File: src/rtl/text_console_ctrl.sv
// Console writer for the 80x30 text RAM: cursor tracking, CR/LF/BS handling,
// row/screen clears, and RAM-port sharing with video reads (writes only in blanking).
module text_console_ctrl #(
    parameter int COLS   = 80,
    parameter int ROWS   = 30,
    parameter int ADDR_W = 12
) (
    input  logic              clk,
    input  logic              reset,
    input  logic              in_valid,
    input  logic [7:0]        in_char,
    output logic              in_ready,
    input  logic              clear,
    input  logic              blank_b,
    input  logic [ADDR_W-1:0] vga_addr,
    output logic [ADDR_W-1:0] ram_addr,
    output logic [7:0]        ram_data,
    output logic              ram_wren,
    output logic [6:0]        cursor_x,
    output logic [4:0]        cursor_y,
    output logic              busy
);

    typedef enum logic [1:0] {IDLE, WRITE, CLEAR_ROW, CLEAR_ALL} state_t;

    state_t            state_q, state_d;
    logic [6:0]        cx_q, cx_d;
    logic [4:0]        cy_q, cy_d;
    logic              pend_q, pend_d;
    logic [ADDR_W-1:0] waddr_q, waddr_d;
    logic [7:0]        wdata_q, wdata_d;
    logic [6:0]        col_q, col_d;
    logic              wren;

    function automatic logic [ADDR_W-1:0] cell_addr(input logic [4:0] y, input logic [6:0] x);
        return ADDR_W'(y) * ADDR_W'(COLS) + ADDR_W'(x);
    endfunction

    function automatic logic [4:0] next_row(input logic [4:0] y);
        return (y == 5'(ROWS - 1)) ? 5'd0 : y + 5'd1;
    endfunction

    assign wren     = (state_q != IDLE) && !blank_b;
    assign in_ready = (state_q == IDLE) && !clear && !pend_q;
    assign busy     = (state_q != IDLE);
    assign ram_wren = wren;
    assign ram_addr = wren ? waddr_q : vga_addr;
    assign ram_data = (wren && state_q == WRITE) ? wdata_q : 8'h00;
    assign cursor_x = cx_q;
    assign cursor_y = cy_q;

    always_comb begin
        state_d = state_q;
        cx_d    = cx_q;
        cy_d    = cy_q;
        pend_d  = pend_q;
        waddr_d = waddr_q;
        wdata_d = wdata_q;
        col_d   = col_q;
        if (clear && state_q != IDLE) pend_d = 1'b1;
        case (state_q)
            IDLE: begin
                if (clear || pend_q) begin
                    state_d = CLEAR_ALL;
                    pend_d  = 1'b0;
                    waddr_d = '0;
                end else if (in_valid) begin
                    if (in_char >= 8'h20 && in_char <= 8'h7E) begin
                        waddr_d = cell_addr(cy_q, cx_q);
                        wdata_d = in_char + 8'd1;
                        state_d = WRITE;
                    end else if (in_char == 8'h0A) begin
                        cx_d    = '0;
                        cy_d    = next_row(cy_q);
                        waddr_d = cell_addr(next_row(cy_q), 7'd0);
                        col_d   = '0;
                        state_d = CLEAR_ROW;
                    end else if (in_char == 8'h0D) begin
                        cx_d = '0;
                    end else if (in_char == 8'h08 && cx_q != 7'd0) begin
                        cx_d    = cx_q - 7'd1;
                        waddr_d = cell_addr(cy_q, cx_q - 7'd1);
                        wdata_d = 8'h00;
                        state_d = WRITE;
                    end
                end
            end
            WRITE: begin
                // Printables are stored as c+1, never zero, so zero marks a backspace erase.
                if (wren) begin
                    if (wdata_q == 8'h00) begin
                        state_d = IDLE;
                    end else if (cx_q < 7'(COLS - 1)) begin
                        cx_d    = cx_q + 7'd1;
                        state_d = IDLE;
                    end else begin
                        cx_d    = '0;
                        cy_d    = next_row(cy_q);
                        waddr_d = cell_addr(next_row(cy_q), 7'd0);
                        col_d   = '0;
                        state_d = CLEAR_ROW;
                    end
                end
            end
            CLEAR_ROW: begin
                if (wren) begin
                    if (col_q == 7'(COLS - 1)) begin
                        state_d = IDLE;
                    end else begin
                        col_d   = col_q + 7'd1;
                        waddr_d = waddr_q + ADDR_W'(1);
                    end
                end
            end
            CLEAR_ALL: begin
                if (wren) begin
                    if (waddr_q == ADDR_W'(COLS * ROWS - 1)) begin
                        cx_d    = '0;
                        cy_d    = '0;
                        state_d = IDLE;
                    end else begin
                        waddr_d = waddr_q + ADDR_W'(1);
                    end
                end
            end
            default: state_d = IDLE;
        endcase
    end

    always_ff @(posedge clk) begin
        if (reset) begin
            state_q <= IDLE;
            cx_q    <= '0;
            cy_q    <= '0;
            pend_q  <= 1'b0;
        end else begin
            state_q <= state_d;
            cx_q    <= cx_d;
            cy_q    <= cy_d;
            pend_q  <= pend_d;
        end
    end

    // Write address, data and column counter are only meaningful while a write is pending.
    always_ff @(posedge clk) begin
        waddr_q <= waddr_d;
        wdata_q <= wdata_d;
        col_q   <= col_d;
    end

endmodule

File: config.mk
export PLATFORM = sky130hd
export DESIGN_NAME = text_console_ctrl
export DESIGN_NICKNAME = d
export VERILOG_FILES = /design/src/rtl/text_console_ctrl.sv
export SDC_FILE = /design/constraint.sdc
export NUM_CORES = 1
export LEC_CHECK = 0
export ABC_AREA = 0
export CORE_MARGIN = 1
export CORE_UTILIZATION = 53
export DETAILED_ROUTE_END_ITERATION = 12
export PLACE_DENSITY = 0.89
export SYNTH_ARGS = -nofsm -noshare
export SYNTH_HDL_FRONTEND = slang
export SYNTH_SLANG_ARGS = --single-unit
File: constraint.sdc
create_clock -name clk -period 6.2 [get_ports clk]
set_input_delay 0.93 -clock clk [delete_from_list [all_inputs] [get_ports clk]]
set_output_delay 0.93 -clock clk [all_outputs]
set_load 0.03 [all_outputs]
==> impl_metrics.json <==
{
  "status": "completed",
  "finalWirelength_microns": 10330,
  "clk_latency_ns": 0.31,
  "max_freq_mhz": 241.3,
  "routabilityCongestion": 0.9423,
  "p_leak_nw": 1.895,
  "die-area_sq_mm": 0.007822,
  "cap_violations": 0,
  "synthTopCellsByCount": "61 x nand2_1, 30 x nor2_1, 28 x ha_1",
  "power.density_mw_per_mm2": 382.8,
  "grt_pass1_vias": 3421,
  "grt_max_degree": 27,
  "critPathArrivalTime_ns": 3.21,
  "port_buffers": 59,
  "setup_tns_ns": 0,
  "ir_drop_mv": 0.2201,
  "path_max_fanout": 26,
  "die_y_microns": 88.44,
  "r2r_cells": 11,
  "worst_slew_pin_slew_ns": 0.9524,
  "synth_seq_cells": 42,
  "numCtsBuffers": 5,
  "finalClockSkew_ns": 0.01692,
  "avgSynthCellArea_sq_um": 8.628,
  "antenna_found_initial": 0,
  "dp_slack_ns": 2.115,
  "dp_hpwl_microns": 7893,
  "hp-class": "register to register",
  "r2r_end": "waddr_q[10]",
  "setup_slack_ns": 2.055,
  "final_cell_area_sq_mm": 0.004626,
  "fin_crit_sh_pct": 66.85,
  "worst_setup_path_start_kind": "register",
  "synth-edff-count": 27,
  "hold_violations": 0,
  "post-route-drc-count": 0,
  "postCtsResizedCells": 0,
  "r2r_setup_slack_ns": 2.91,
  "ant_nets": 0,
  "crit_path_end_kind": "primary output",
  "synthArstFlopShare_pct": 0,
  "grt_setup_unrepaired": "false",
  "ys_top_cells_by_area": "edfxtp_1 20%, ha_1 8.8%, dfxtp_1 7.6%, nand2_1 5.8%, xor2_1 5.1%",
  "grt_use_total_pct": 27.48,
  "fin_crit_ns": 4.145,
  "critPathKind": "register to primary output",
  "ys_types": 78,
  "fp.dieW_microns": 88.44,
  "yosysMostFrequentCell": "nand2_1",
  "postSynthCellCount": 459,
  "wl_per_cell_microns": 17.18,
  "initial_core_util_pct": 54.60,
  "drv_slew": 0,
  "cts_tree": "done",
  "syn_nets": 516,
  "post_route_cells_drive_above_1_share_pct": 6.574,
  "finalNetCount": 558,
  "drt_pass1_iterations": 7,
  "gr-total-overflow": 0,
  "syn_area_sq_mm": 0.003960,
  "initialDrtViolationCount": 430,
  "rows": 31,
  "hold_buffers": 0,
  "antenna_cells": 0,
  "cts_max_level": 2,
  "slew_headroom_pct": 36.38,
  "synth_area_leader_cell": "edfxtp_1",
  "ys_seq_area_share_pct": 28.06,
  "clk_path_buf_depth": 2,
  "setup_viol": 0,
  "cts_sinks": 42,
  "place_area_sq_mm": 0.004533,
  "hold_end": "cursor_y[3]",
  "hp-start": "cursor_y[3]",
  "worst_hold_slack_ns": 0.5972,
  "syn_to_final_growth_pct": 16.81,
  "grt_pass1_wl_microns": 16640,
  "core_area_sq_mm": 0.007253,
  "via_count": 3679,
  "min_path_cells": 2,
  "synth_top_area_share_pct": 20.47,
  "synth-main-ff-cell": "edfxtp_1",
  "timing.rr.start": "cursor_x[0]",
  "worstPathRequired_ns": 5.27,
  "post_cts_buffers": 0,
  "cts_root_buf": "clkbuf_8",
  "cts.reportedPaths.clkPinSlew_ns": 0.09,
  "ys_warn_count": 0,
  "via_per_inst": 6.121,
  "ioPinCount": 60
}
-- power breakdown --
group	total (mW)	switching, mW	internal [mW]
clock	0.189	0.108	0.0806
combinational	1.03	0.605	0.421
sequential	0.556	0.146	0.411
-- registers in the layout, summed over array words and instances, names as in the netlist --
signal and count:
cursor_y 5, col_q 7, state_q 2, pend_q 1
waddr_q 12, cursor_x 7, wdata_q 8
-- cells in the final DEF (no fill, tap or decap), types with 7 or more instances in the layout --
cell type / Yosys / final
nand2b_1: 7 / 7
edfxtp_1: 27 / 27
a22oi_1: 10 / 10
o21ai_0: 16 / 16
nand2_1: 61 / 61
nand4_1: 9 / 9
xnor2_1: 15 / 15
ha_1: 28 / 28
xor2_1: 23 / 23
o22ai_1: 7 / 7
and3_1: 14 / 14
dfxtp_1: 15 / 15
nor3_1: 10 / 10
clkdlybuf4s50_1: 0 / 59
inv_1: 14 / 14
a21oi_1: 24 / 24
nand3_1: 16 / 16
nor2_1: 30 / 30
-- through the flow --
step	power [mW]	utilization [%]	cells
global placement	1.525	62.50	593
CTS	1.752	63.77	601
finish	1.771	63.77	601
floorplan	1.264	-	459
detailed placement	1.558	62.50	593
global route	1.885	63.77	601
-- metal layers --
layer	GRT usage [%]	up-vias	part of all wire, %	wire length, microns
met5	0	-	0	0
met4	6.305	0	1.1	117
met3	5.784	16	8.2	844
met2	47.20	173	48	5000
met1	35.50	1708	42	4364
li1	-	1782	-	-
-- worst max path at each step --
stage,startpoint,end,cells past startpoint
detailed placement,blank_b,ram_addr[7],7
global placement,blank_b,ram_addr[3],7
global route,state_q[1],ram_addr[9],7
CTS,blank_b,ram_addr[7],7
floorplan,in_char[5],waddr_q[0],5
finish,state_q[1],ram_addr[7],7
-- worst max-delay path, cell delays in order (launching register included) --
cell,delay (ns)
dfxtp_1,0.95
nor2_1,0.17
clkinv_1,0.24
nand2_1,0.29
inv_1,0.40
nand2_1,0.11
nand2_1,0.07
clkdlybuf4s50_1,0.66
-- cell families after synthesis --
group / count (synthesis) / share of synthesized area (%)
and+or+nand+nor: 183 / 23.98
AOI/OAI and AO/OA: 115 / 21.20
DFF: 42 / 28.06
buffers and inverters: 42 / 5.466
xor gates and xnor gates: 39 / 8.973
adders and majority gates: 32 / 10.87
muxes: 5 / 1.359
other: 1 / 0.09470
-- area by class of cell --
cell class,count,area (sq um)
clock buffers,5,68.82
clock inverters,3,23.77
fillers,633,2628
inverters,16,60.06
multi-input cells,375,2633
flip-flops and latches,42,1111
well taps,99,123.9
repair buffers,61,605.6
(Power assumes the default switching activity.)
